File: src/rtl/multi_status.sv
// -----------------------------------------------------------------------------
// multi_status
//   AXI4-Lite status block for an NCH-channel packet generator / Ethernet
//   design. It synchronises each channel's busy and PCS-aligned flags into clk,
//   latches loss-of-alignment events in W1C sticky bits, counts them per
//   channel and drives per-channel green/orange LEDs.
//
// Ports
//   clk, resetn    clock, synchronous active-low reset
//   busy[NCH]      per-channel "generating packets" flag (asynchronous)
//   aligned[NCH]   per-channel PCS aligned flag (asynchronous)
//   led_green      per-channel busy LED
//   led_orange     per-channel alignment-fault LED
//   S_AXI_*        AXI4-Lite slave, AW-bit byte address, 32-bit data
//
// Register map (index = byte address / 4)
//   0 BUSY (RO)   1 ALIGN (RO)   2 STICKY (RW1C)   3 CTRL (RW)
//   4 NCH_ID (RO) 8+i COUNT_i (any write clears)
//   CTRL: bit0 CLEAR_ALL (self-clearing, reads 0), bits[31:16] LED_DISABLE.
//   Unmapped index -> DECERR, write to RO -> SLVERR.
//
// CNT_RESET is the reset value of the loss counters. It stays 0 in normal use;
// a nonzero value only shortens saturation testing.
// -----------------------------------------------------------------------------

// Two-flop synchroniser for one asynchronous bit. The flops are deliberately
// not reset so the synchronised value is valid while reset is still held.
module cdc_single (
  input  logic clk,
  input  logic din,
  output logic dout
);
  logic [1:0] sync_q;
  logic [1:0] sync_d;

  always_comb sync_d = {sync_q[0], din};

  always_ff @(posedge clk) sync_q <= sync_d;

  assign dout = sync_q[1];
endmodule

// AXI4-Lite slave core. Converts the five AXI channels into single-cycle
// ashi_write / ashi_read strobes towards the register logic.
//
// Handshake: every AXI transfer happens on a clk edge where VALID and READY are
// both high; VALID, once raised, holds its payload until that edge. AW and W
// are accepted independently, then one ashi_write strobe is issued, and B is
// raised once the register side reports idle again (ashi_widle). A read issues
// one ashi_read strobe; the register side registers data in that cycle and R
// presents it in the next.
module axi4_lite_slave #(
  parameter int AW = 8
) (
  input  logic          clk,
  input  logic          resetn,
  input  logic [AW-1:0] S_AXI_AWADDR,
  input  logic          S_AXI_AWVALID,
  output logic          S_AXI_AWREADY,
  input  logic [31:0]   S_AXI_WDATA,
  input  logic          S_AXI_WVALID,
  output logic          S_AXI_WREADY,
  output logic [1:0]    S_AXI_BRESP,
  output logic          S_AXI_BVALID,
  input  logic          S_AXI_BREADY,
  input  logic [AW-1:0] S_AXI_ARADDR,
  input  logic          S_AXI_ARVALID,
  output logic          S_AXI_ARREADY,
  output logic [31:0]   S_AXI_RDATA,
  output logic [1:0]    S_AXI_RRESP,
  output logic          S_AXI_RVALID,
  input  logic          S_AXI_RREADY,
  output logic          ashi_write,
  output logic [AW-1:0] ashi_waddr,
  output logic [31:0]   ashi_wdata,
  input  logic [1:0]    ashi_wresp,
  input  logic          ashi_widle,
  output logic          ashi_read,
  output logic [AW-1:0] ashi_raddr,
  input  logic [31:0]   ashi_rdata,
  input  logic [1:0]    ashi_rresp,
  input  logic          ashi_ridle
);
  typedef enum logic [1:0] {WS_ADDR, WS_EXEC, WS_WAIT, WS_RESP} ws_e;
  typedef enum logic [1:0] {RS_ADDR, RS_EXEC, RS_RESP} rs_e;

  ws_e           ws_q;
  rs_e           rs_q;
  logic          aw_got_q;
  logic          w_got_q;
  logic [AW-1:0] waddr_q;
  logic [31:0]   wdata_q;
  logic [1:0]    bresp_q;
  logic [AW-1:0] raddr_q;

  // Write side: collect AW and W in any order, strobe once, wait for idle.
  always_ff @(posedge clk) begin
    if (!resetn) begin
      ws_q     <= WS_ADDR;
      aw_got_q <= 1'b0;
      w_got_q  <= 1'b0;
      waddr_q  <= '0;
      wdata_q  <= '0;
      bresp_q  <= 2'b00;
    end else begin
      case (ws_q)
        WS_ADDR: begin
          if (S_AXI_AWVALID && !aw_got_q) begin
            aw_got_q <= 1'b1;
            waddr_q  <= S_AXI_AWADDR;
          end
          if (S_AXI_WVALID && !w_got_q) begin
            w_got_q <= 1'b1;
            wdata_q <= S_AXI_WDATA;
          end
          if ((aw_got_q || S_AXI_AWVALID) && (w_got_q || S_AXI_WVALID) && ashi_widle)
            ws_q <= WS_EXEC;
        end
        WS_EXEC: begin
          aw_got_q <= 1'b0;
          w_got_q  <= 1'b0;
          ws_q     <= WS_WAIT;
        end
        WS_WAIT: begin
          if (ashi_widle) begin
            bresp_q <= ashi_wresp;
            ws_q    <= WS_RESP;
          end
        end
        WS_RESP: begin
          if (S_AXI_BREADY) ws_q <= WS_ADDR;
        end
        default: ws_q <= WS_ADDR;
      endcase
    end
  end

  assign S_AXI_AWREADY = (ws_q == WS_ADDR) && !aw_got_q;
  assign S_AXI_WREADY  = (ws_q == WS_ADDR) && !w_got_q;
  assign S_AXI_BVALID  = (ws_q == WS_RESP);
  assign S_AXI_BRESP   = bresp_q;
  assign ashi_write    = (ws_q == WS_EXEC);
  assign ashi_waddr    = waddr_q;
  assign ashi_wdata    = wdata_q;

  // Read side: accept address, strobe once, present registered data.
  always_ff @(posedge clk) begin
    if (!resetn) begin
      rs_q    <= RS_ADDR;
      raddr_q <= '0;
    end else begin
      case (rs_q)
        RS_ADDR: begin
          if (S_AXI_ARVALID && ashi_ridle) begin
            raddr_q <= S_AXI_ARADDR;
            rs_q    <= RS_EXEC;
          end
        end
        RS_EXEC: rs_q <= RS_RESP;
        RS_RESP: begin
          if (S_AXI_RREADY) rs_q <= RS_ADDR;
        end
        default: rs_q <= RS_ADDR;
      endcase
    end
  end

  assign S_AXI_ARREADY = (rs_q == RS_ADDR) && ashi_ridle;
  assign S_AXI_RVALID  = (rs_q == RS_RESP);
  assign S_AXI_RDATA   = ashi_rdata;
  assign S_AXI_RRESP   = ashi_rresp;
  assign ashi_read     = (rs_q == RS_EXEC);
  assign ashi_raddr    = raddr_q;
endmodule

module multi_status #(
  parameter int          NCH            = 2,
  parameter int          AW             = 8,
  parameter int          ACTIVE_LOW_LED = 0,
  parameter int          BLINK_DIV      = 25,
  parameter logic [15:0] CNT_RESET      = 16'h0000
) (
  input  logic           clk,
  input  logic           resetn,
  input  logic [NCH-1:0] busy,
  input  logic [NCH-1:0] aligned,
  output logic [NCH-1:0] led_green,
  output logic [NCH-1:0] led_orange,
  input  logic [AW-1:0]  S_AXI_AWADDR,
  input  logic [2:0]     S_AXI_AWPROT,
  input  logic           S_AXI_AWVALID,
  output logic           S_AXI_AWREADY,
  input  logic [31:0]    S_AXI_WDATA,
  input  logic [3:0]     S_AXI_WSTRB,
  input  logic           S_AXI_WVALID,
  output logic           S_AXI_WREADY,
  output logic [1:0]     S_AXI_BRESP,
  output logic           S_AXI_BVALID,
  input  logic           S_AXI_BREADY,
  input  logic [AW-1:0]  S_AXI_ARADDR,
  input  logic [2:0]     S_AXI_ARPROT,
  input  logic           S_AXI_ARVALID,
  output logic           S_AXI_ARREADY,
  output logic [31:0]    S_AXI_RDATA,
  output logic [1:0]     S_AXI_RRESP,
  output logic           S_AXI_RVALID,
  input  logic           S_AXI_RREADY
);
  localparam logic [1:0] RESP_OKAY   = 2'b00;
  localparam logic [1:0] RESP_SLVERR = 2'b10;
  localparam logic [1:0] RESP_DECERR = 2'b11;

  // ---------------------------------------------------------------- AXI core
  logic          ashi_write;
  logic [AW-1:0] ashi_waddr;
  logic [31:0]   ashi_wdata;
  logic [1:0]    ashi_wresp;
  logic          ashi_widle;
  logic          ashi_read;
  logic [AW-1:0] ashi_raddr;
  logic [31:0]   ashi_rdata;
  logic [1:0]    ashi_rresp;
  logic          ashi_ridle;

  axi4_lite_slave #(.AW(AW)) u_axi (
    .clk           (clk),
    .resetn        (resetn),
    .S_AXI_AWADDR  (S_AXI_AWADDR),
    .S_AXI_AWVALID (S_AXI_AWVALID),
    .S_AXI_AWREADY (S_AXI_AWREADY),
    .S_AXI_WDATA   (S_AXI_WDATA),
    .S_AXI_WVALID  (S_AXI_WVALID),
    .S_AXI_WREADY  (S_AXI_WREADY),
    .S_AXI_BRESP   (S_AXI_BRESP),
    .S_AXI_BVALID  (S_AXI_BVALID),
    .S_AXI_BREADY  (S_AXI_BREADY),
    .S_AXI_ARADDR  (S_AXI_ARADDR),
    .S_AXI_ARVALID (S_AXI_ARVALID),
    .S_AXI_ARREADY (S_AXI_ARREADY),
    .S_AXI_RDATA   (S_AXI_RDATA),
    .S_AXI_RRESP   (S_AXI_RRESP),
    .S_AXI_RVALID  (S_AXI_RVALID),
    .S_AXI_RREADY  (S_AXI_RREADY),
    .ashi_write    (ashi_write),
    .ashi_waddr    (ashi_waddr),
    .ashi_wdata    (ashi_wdata),
    .ashi_wresp    (ashi_wresp),
    .ashi_widle    (ashi_widle),
    .ashi_read     (ashi_read),
    .ashi_raddr    (ashi_raddr),
    .ashi_rdata    (ashi_rdata),
    .ashi_rresp    (ashi_rresp),
    .ashi_ridle    (ashi_ridle)
  );

  // Protection bits, byte strobes and the byte offset inside a word carry no
  // meaning for this block.
  logic unused_ok;
  assign unused_ok = ^{S_AXI_AWPROT, S_AXI_ARPROT, S_AXI_WSTRB,
                       ashi_waddr[1:0], ashi_raddr[1:0]};

  // ----------------------------------------------------------- synchronisers
  logic [NCH-1:0] busy_s;
  logic [NCH-1:0] align_s;

  for (genvar g = 0; g < NCH; g++) begin : gen_sync
    cdc_single u_busy  (.clk(clk), .din(busy[g]),    .dout(busy_s[g]));
    cdc_single u_align (.clk(clk), .din(aligned[g]), .dout(align_s[g]));
  end

  // ------------------------------------------------------------- state regs
  logic [NCH-1:0]   align_q, align_d;
  logic [NCH-1:0]   sticky_q, sticky_d;
  logic [15:0]      ctrl_dis_q, ctrl_dis_d;
  logic             clr_q, clr_d;
  logic [BLINK_DIV:0] blink_q, blink_d;
  logic [15:0]      cnt_q [NCH];
  logic [15:0]      cnt_d [NCH];
  logic [NCH-1:0]   lost;

  // One-cycle pulse per falling edge of the synchronised aligned flag.
  assign lost = align_q & ~align_s;

  // -------------------------------------------------------------- write FSM
  typedef enum logic {W_IDLE, W_DONE} wst_e;
  wst_e       wst_q;
  logic [1:0] wresp_q;
  logic       wr_en;

  assign wr_en      = ashi_write && (wst_q == W_IDLE);
  assign ashi_widle = (wst_q == W_IDLE) && !ashi_write;
  assign ashi_wresp = wresp_q;
  assign ashi_ridle = 1'b1;

  // Write address decode.
  logic [31:0]    widx;
  logic [1:0]     wr_resp;
  logic           wr_sticky;
  logic           wr_ctrl;
  logic [NCH-1:0] wr_cnt;

  assign widx = 32'(ashi_waddr[AW-1:2]);

  always_comb begin
    wr_resp   = RESP_DECERR;
    wr_sticky = 1'b0;
    wr_ctrl   = 1'b0;
    wr_cnt    = '0;
    case (widx)
      32'd0, 32'd1, 32'd4: wr_resp = RESP_SLVERR;
      32'd2: begin
        wr_resp   = RESP_OKAY;
        wr_sticky = 1'b1;
      end
      32'd3: begin
        wr_resp = RESP_OKAY;
        wr_ctrl = 1'b1;
      end
      default: ;
    endcase
    for (int i = 0; i < NCH; i++) begin
      if (widx == 32'(8 + i)) begin
        wr_resp   = RESP_OKAY;
        wr_cnt[i] = 1'b1;
      end
    end
  end

  always_ff @(posedge clk) begin
    if (!resetn) begin
      wst_q   <= W_IDLE;
      wresp_q <= RESP_OKAY;
    end else begin
      case (wst_q)
        W_IDLE: begin
          if (ashi_write) begin
            wresp_q <= wr_resp;
            wst_q   <= W_DONE;
          end
        end
        W_DONE:  wst_q <= W_IDLE;
        default: wst_q <= W_IDLE;
      endcase
    end
  end

  // ------------------------------------------------------- next-state logic
  // A loss event always wins over a same-cycle clear, for both the sticky
  // bit and the counter, so no event can be silently dropped.
  always_comb begin
    align_d    = align_s;
    blink_d    = blink_q + {{BLINK_DIV{1'b0}}, 1'b1};

    sticky_d = sticky_q;
    if (wr_en && wr_sticky) sticky_d = sticky_d & ~ashi_wdata[NCH-1:0];
    if (clr_q) sticky_d = '0;
    sticky_d = sticky_d | lost;

    ctrl_dis_d = ctrl_dis_q;
    clr_d      = 1'b0;
    if (wr_en && wr_ctrl) begin
      ctrl_dis_d = ashi_wdata[31:16];
      clr_d      = ashi_wdata[0];
    end

    for (int i = 0; i < NCH; i++) begin
      cnt_d[i] = cnt_q[i];
      if (clr_q || (wr_en && wr_cnt[i])) cnt_d[i] = 16'h0000;
      if (lost[i] && (cnt_d[i] != 16'hFFFF)) cnt_d[i] = cnt_d[i] + 16'd1;
    end
  end

  // align_q loads the current synchronised value during reset so that the
  // release of reset never looks like a falling edge.
  always_ff @(posedge clk) begin
    if (!resetn) begin
      align_q    <= align_s;
      sticky_q   <= '0;
      ctrl_dis_q <= '0;
      clr_q      <= 1'b0;
      blink_q    <= '0;
      for (int i = 0; i < NCH; i++) cnt_q[i] <= CNT_RESET;
    end else begin
      align_q    <= align_d;
      sticky_q   <= sticky_d;
      ctrl_dis_q <= ctrl_dis_d;
      clr_q      <= clr_d;
      blink_q    <= blink_d;
      for (int i = 0; i < NCH; i++) cnt_q[i] <= cnt_d[i];
    end
  end

  // --------------------------------------------------------------- read path
  // Data is taken from the registered state, i.e. the value before any update
  // happening in the same cycle.
  logic [31:0] ridx;
  logic [31:0] rd_data;
  logic [1:0]  rd_resp;
  logic [31:0] rdata_q;
  logic [1:0]  rresp_q;

  assign ridx = 32'(ashi_raddr[AW-1:2]);

  always_comb begin
    rd_data = 32'h0;
    rd_resp = RESP_DECERR;
    case (ridx)
      32'd0: begin rd_data = 32'(busy_s);          rd_resp = RESP_OKAY; end
      32'd1: begin rd_data = 32'(align_s);         rd_resp = RESP_OKAY; end
      32'd2: begin rd_data = 32'(sticky_q);        rd_resp = RESP_OKAY; end
      32'd3: begin rd_data = {ctrl_dis_q, 16'h0};  rd_resp = RESP_OKAY; end
      32'd4: begin rd_data = 32'(NCH);             rd_resp = RESP_OKAY; end
      default: ;
    endcase
    for (int i = 0; i < NCH; i++) begin
      if (ridx == 32'(8 + i)) begin
        rd_data = {16'h0, cnt_q[i]};
        rd_resp = RESP_OKAY;
      end
    end
  end

  always_ff @(posedge clk) begin
    if (!resetn) begin
      rdata_q <= 32'h0;
      rresp_q <= RESP_OKAY;
    end else if (ashi_read) begin
      rdata_q <= rd_data;
      rresp_q <= rd_resp;
    end
  end

  assign ashi_rdata = rdata_q;
  assign ashi_rresp = rresp_q;

  // -------------------------------------------------------------------- LEDs
  // Orange: solid while unaligned; blinking while aligned but a loss has been
  // latched since the last clear.
  logic           blink_phase;
  logic [NCH-1:0] led_en;
  logic [NCH-1:0] green_raw;
  logic [NCH-1:0] orange_raw;

  assign blink_phase = blink_q[BLINK_DIV];
  assign led_en      = ~ctrl_dis_q[NCH-1:0];
  assign green_raw   = busy_s & led_en;
  assign orange_raw  = (~align_s | (sticky_q & {NCH{blink_phase}})) & led_en;

  assign led_green  = (ACTIVE_LOW_LED != 0) ? ~green_raw  : green_raw;
  assign led_orange = (ACTIVE_LOW_LED != 0) ? ~orange_raw : orange_raw;
endmodule

File: config.mk
export PLATFORM = sky130hd
export DESIGN_NAME = multi_status
export DESIGN_NICKNAME = d
export VERILOG_FILES = /design/src/rtl/multi_status.sv
export SDC_FILE = /design/constraint.sdc
export NUM_CORES = 1
export LEC_CHECK = 0
export CAP_MARGIN = 20
export CORE_UTILIZATION = 40
export CTS_CLUSTER_DIAMETER = 200
export DETAILED_ROUTE_END_ITERATION = 16
export GPL_TIMING_DRIVEN = 0
export MAX_ROUTING_LAYER = met4
export SLEW_MARGIN = 10
export SYNTH_ARGS = -nofsm -noshare
export SYNTH_HDL_FRONTEND = slang
export SYNTH_SLANG_ARGS = --single-unit
File: constraint.sdc
create_clock -name clk -period 3 [get_ports clk]
set_input_delay 0.75 -clock clk [delete_from_list [all_inputs] [get_ports clk]]
set_output_delay 0.75 -clock clk [all_outputs]
set_load 0.05 [all_outputs]
=== Yosys cells after proc, flatten, opt, wreduce, memory -nomap -nowiden ===
Memory sizes are Yosys's and may differ from the RTL's.
Cells that the tools add are included.

* $add $sub $neg: 3
* Eq/ne operators: 26
* Multiplexer cells: 36
* Bitwise operators: 13
* Reductions and logical operators: 39

{| class="wikitable"
|+ Operator list
! operator !! count
|-
| 32-bit case mux with 5 select lines || 1
|-
| 16-bit 2-to-1 mux || 6
|-
| 32-bit zero test || 2
|-
| 32-bit 2-to-1 mux || 2
|-
| 16-bit by 1-bit adder with 16-bit output, second input constant || 2
|-
| 16-bit != test, second input constant || 2
|-
| 26-bit by 1-bit adder with 26-bit output, second input constant || 1
|-
| 6-bit by 2-bit == test with 1-bit output, second input constant || 4
|-
| 6-bit by 4-bit == test with 1-bit output, second input constant || 4
|-
| 2-bit 2-to-1 mux || 12
|-
| 2-bit AND reduction || 9
|-
| 1-bit logical AND || 14
|-
| 6-bit by 1-bit == test with 1-bit output, second input constant || 2
|-
| 6-bit by 3-bit == test with 1-bit output, second input constant || 2
|-
| 2-bit by 1-bit != test with 1-bit output, second input constant || 6
|-
| 2-bit AND || 5
|-
| 1-bit 2-to-1 mux || 9
|-
| 2-bit case mux with 4 select lines || 1
|-
| 2-bit == test, second input constant || 3
|-
| 2-bit inverter || 3
|-
| 1-bit case mux with 2 select lines || 3
|-
| 2-bit case mux with 3 select lines || 1
|-
| 5-bit OR reduction || 1
|-
| 2-bit by 1-bit == test with 1-bit output, second input constant || 2
|-
| 12 further kinds || 20
|}

* Register bits: 148
* RAM bits: 32
* Input port bits: 69
* Memories kept: 1

{| class="wikitable"
|+ Memories
! name !! words !! width !! read ports !! clocked after Yosys merged registers in !! wr ports !! RTL line !! RTL
|-
| cnt_q || 2 || 16 || 2 || 0 || 2 || 277 || <nowiki>logic [15:0] cnt_q [NCH];</nowiki>
|}

=== Depth between registers and ports, before layout ===
Gate-level depths: netlist of run 1.

* Depth in word-level cells: 9
* Mapped depth: 12

=== Hierarchy ===
Synthesis of run 1 repeated with hierarchy kept, for this count alone.

* Cell total of the unflattened synthesis: 890
* Area, all modules: 8046.5 um2

{| class="wikitable"
|+ By module, submodules not included
! module !! instances !! cells an instance !! area each (um2) !! sequential area each (um2)
|-
| multi_status || 1 || 607 || 5388.9 || 2302.2
|-
| axi4_lite_slave || 1 || 275 || 2497.4 || 1121.1
|-
| cdc_single || 4 || 2 || 40.0 || 40.0
|}

=== Worst setup path after synthesis of run 1 ===
No wires, ideal clock.

* Kind: register -> register
* Start: reg u_axi.ws_q[1]
* End: mem cnt_q[0][0]
* Data arrival time: 2.409 ns
* Data required time: 2.872 ns
* Slack: 0.464 ns
* Cell stages (with the launch flop): 13
* Buffers on the path: 1
* Cell sequence: dfxtp_1 > inv_1 > ha_1 > nor4b_2 > a21oi_1 > and2_1 > ha_1 > nand4_1 > nor4_2 > buf_2 > o21ai_1 > a22oi_1 > nor2_1

{| class="wikitable"
|+ RTL lines
! item !! RTL line !! RTL
|-
| start, declared || 87 || <nowiki>ws_e ws_q;</nowiki>
|-
| start signal, assigned || 99 || <nowiki>ws_q <= WS_ADDR;</nowiki>
|-
| start signal, assigned || 117 || <nowiki>ws_q <= WS_EXEC;</nowiki>
|-
| start signal, assigned || 122 || <nowiki>ws_q <= WS_WAIT;</nowiki>
|-
| end, declared || 277 ||
|}

==> flow_summary.json, run 1 <==
{
  "status": "completed",
  "rows": 47,
  "ys_seq_area_share_pct": 48.0,
  "clk_path_buf_depth": 2,
  "synth_top_family_by_area": "simple AND/OR/NAND/NOR gates",
  "hold_path_class": "reg -> reg",
  "num_io_pins": 114,
  "start_util_pct": 40.8,
  "wirelength_mm": 17.3,
  "reg2regPathDepth": 11,
  "hold_viol": 0,
  "r2r-start": "u_axi.ws_q[0]",
  "cp_slowest_cell": "dfxtp_1",
  "peakVddDrop_uv": 441,
  "setup_tns_ns": 0,
  "drc": 0,
  "worstSkewPairLatency_ns": 0.43,
  "hold_slack_ns": 0.328,
  "critical_path_class": "reg -> reg",
  "dr.pass1.iters": 5,
  "cts_buffers": 17,
  "maxSlewViolCount": 0,
  "finalPower_mw": 5.47,
  "core_um2": 16500,
  "p_per_area_nw_per_um2": 644,
  "die_w_um": 132,
  "path_cells": "ha_4 > nor4b_4 > a21oi_4 > and2_1 > ha_1 > nand4_1 > nor4_4 > buf_4 > nand2b_1 > or4_1 > a21oi_1",
  "synth_warnings": 0,
  "crit_arrival_ns": 3.24,
  "hp-start": "gen_sync[0].u_busy.sync_q[0]",
  "grt_overflow_total": 0,
  "min_period_over_period_pct": 96.2,
  "syn_area_um2": 6720,
  "grtUsageTotal_pct": 21.3,
  "min_period_ns": 2.89,
  "holdPathStages": 0,
  "synth_compound_area_share_pct": 10.1,
  "synthArstFlopShare_pct": 0,
  "slowest_delay_ns": 0.44,
  "post-route-cell-area_um2": 8490,
  "synth_area_per_cell_um2": 8.90,
  "dr.first_iter.drc_count": 289,
  "synth_adder_area_share_pct": 1.30,
  "io_buffers": 84,
  "vias": 5635,
  "viasPerCell": 5.15,
  "relSlewSlack_pct": 50.2,
  "grt_max_degree": 17,
  "grt_pass1_vias": 5578,
  "syn_to_final_growth_pct": 26.4,
  "antenna_found_initial": 2,
  "clk_pin_slew_worst_paths_ns": 0.06,
  "synth_xor_area_share_pct": 5.87,
  "crit_fanout": 7,
  "syn_nets": 831,
  "cp-end-kind": "register",
  "wl_per_cell_um": 15.8,
  "muxShareOfSynthArea_pct": 6.22,
  "die-area_um2": 17300,
  "htreeDepth": 4,
  "netlist_instances": 755,
  "ant_nets": 0,
  "root_buffer": "clkbuf_16",
  "synth_edf_count": 0,
  "cts_hold_buf": 0,
  "min_to": "gen_sync[0].u_busy.sync_q[1]",
  "fmax_ghz": 0.346,
  "nets": 936,
  "r2r_end": "cnt_q[0][13]",
  "synth_flop_cell": "dfxtp_1",
  "gp_congestion": 0.850,
  "cts_tree": "yes",
  "p_leak_nw": 3.05,
  "drive_gt1_share_pct": 8.48,
  "setup_viol_count_final": 0,
  "ys_types": 53,
  "die_h_um": 132,
  "clkSinkCount": 161,
  "grt_pass1_wl_mm": 28.3,
  "synthSimpleGateAreaFrac_pct": 24.9,
  "rrSetupSlack_ns": 0.11,
  "synth_seq_cells": 161,
  "start_kind": "register",
  "worstMarginPinSlew_ns": 0.747,
  "hpwl_mm": 12.7,
  "crit_required_ns": 3.35,
  "dpl_cell_area_um2": 7830,
  "drv_cap": 0,
  "skew_ns": 0.0116
}
-- worst max path at each step --
stage	from	to	slack, ns	cells past startpoint
floorplan	u_axi.ws_q[1]	cnt_q[0][0]	0.46	12
global placement	u_axi.ws_q[1]	cnt_q[0][0]	-0.23	12
detailed placement	u_axi.ws_q[1]	cnt_q[0][0]	-0.30	12
CTS	u_axi.ws_q[1]	cnt_q[0][13]	0.05	12
global route	u_axi.ws_q[0]	cnt_q[0][13]	-0.006	11
finish	u_axi.ws_q[0]	cnt_q[0][13]	0.11	11
-- power by group --
group | switching, mW | internal (mW) | total (mW)
clock | 0.856 | 1.33 | 2.19
combinational | 0.560 | 0.335 | 0.895
sequential | 0.119 | 2.27 | 2.39
-- worst max-delay path, delay by kind of cell, from the launching register on --
kind	cells	cell delay [ns]
compound gates	2	0.28
fa+ha+maj	2	0.46
flops	1	0.44
simple gates	6	1.46
buf+inv	1	0.16
-- kinds of logic after synthesis --
group	after synthesis
XOR/XNOR	45
flip-flops	161
AO/OA/AOI/OAI	107
multiplexers	40
AND/OR/NAND/NOR	341
adder cells (fa/ha/maj)	7
buffers and inverters	54
-- cell type report --
cell class              count  area, µm²
fillers                  1547       7970
multi-input cells         540       3310
flip-flops and latches    161       3220
repair buffers             86        850
clock buffers              23        458
well taps                 220        275
plain buffers              43        201
clock inverters             9        131
inverters                  11       41.3
diodes                      2       5.00
-- registers in the layout, summed over array words and instances (netlist names), 4 cells and up --
signal                   flops
ashi_rdata                  32
blink_q                     26
ctrl_dis_q                  16
cnt_q                       32
u_axi.ashi_wdata            18
gen_sync.u_align.sync_q      4
u_axi.ashi_waddr             6
gen_sync.u_busy.sync_q       4
u_axi.ashi_raddr             6
-- through the flow --
| stage | instances | utilization, % | setup slack (ns) |
|---|---|---|---|
| after global routing | 1095 | 51.6 | -0.00589 |
| after floorplan | 755 | - | 0.464 |
| after global placement | 1059 | 47.6 | -0.228 |
| after detailed placement | 1059 | 47.6 | -0.305 |
| final | 1095 | 51.6 | 0.114 |
| after CTS | 1092 | 51.3 | 0.0466 |
-- Yosys cell counts, types with 6 or more instances --
library cell	number	share of area [%]
a22oi_1	35	3.9
clkbuf_1	23	1.3
xor2_1	26	3.4
nor4_1	8	0.75
nand4_1	22	2.0
nand2_1	79	4.4
o21ai_0	10	0.75
buf_1	7	0.39
a21oi_1	44	3.3
ha_1	7	1.3
dfxtp_1	161	48
nor2b_1	13	1.2
and4_1	7	0.91
nand2b_1	6	0.56
nor2_1	118	6.6
xnor2_1	19	2.5
nor3_1	16	1.2
mux2_2	14	2.3
and2_1	10	0.93
buf_2	10	0.75
inv_1	10	0.56
mux2i_1	26	3.9
and3_1	10	0.93
nand3_1	31	2.3
-- routing by layer --
metal  vias to the layer above  global-route usage (%)  share of wire (%)
li1                       2833                       -                  -
met4                         0                    5.56                1.2
met1                      2671                    25.0                 44
met3                        21                    6.40                5.1
met2                       110                    35.4                 49
met5                         -                       -                  0
-- placed cells by master, fill, tap and decap left out, types with 3 or more instances in the layout --
| master | n |
|---|---|
| a22oi_1 | 35 |
| nand2b_1 | 6 |
| and3_1 | 10 |
| inv_1 | 9 |
| buf_2 | 10 |
| mux2i_1 | 26 |
| mux2_2 | 14 |
| and2_1 | 10 |
| clkbuf_16 | 17 |
| nor4_1 | 8 |
| nor3_1 | 15 |
| buf_1 | 7 |
| dfxtp_1 | 161 |
| and4_1 | 7 |
| xnor2_1 | 19 |
| a31oi_1 | 5 |
| clkdlybuf4s50_1 | 82 |
| o31ai_1 | 4 |
| o21ai_0 | 10 |
| clkinvlp_4 | 3 |
| nor2_1 | 118 |
| ha_1 | 6 |
| clkbuf_1 | 28 |
| buf_4 | 3 |
| nand2_1 | 79 |
| xor2_1 | 26 |
| a21oi_1 | 42 |
| bufinv_16 | 3 |
| nand4_1 | 22 |
| nor2b_1 | 13 |
| nand3_1 | 31 |
-- what timing repair did --
item,CTS,global route
resized for setup,5,9
endpoints found under the setup margin,17,24
setup buffers,1,1
pin swaps,1,1
(Power assumes the default switching activity.)
==> run 2, diff against run 1 <==
--- a/config.mk
+++ b/config.mk
@@ -10,6 +10,7 @@
 export CTS_CLUSTER_DIAMETER = 200
 export DETAILED_ROUTE_END_ITERATION = 16
 export GPL_TIMING_DRIVEN = 0
+export HOLD_SLACK_MARGIN = 0.1
 export MAX_ROUTING_LAYER = met4
 export SLEW_MARGIN = 10
 export SYNTH_ARGS = -nofsm -noshare
==> results of run 2 <==
Final layout, timing and power as in run 1 (identical DEF).
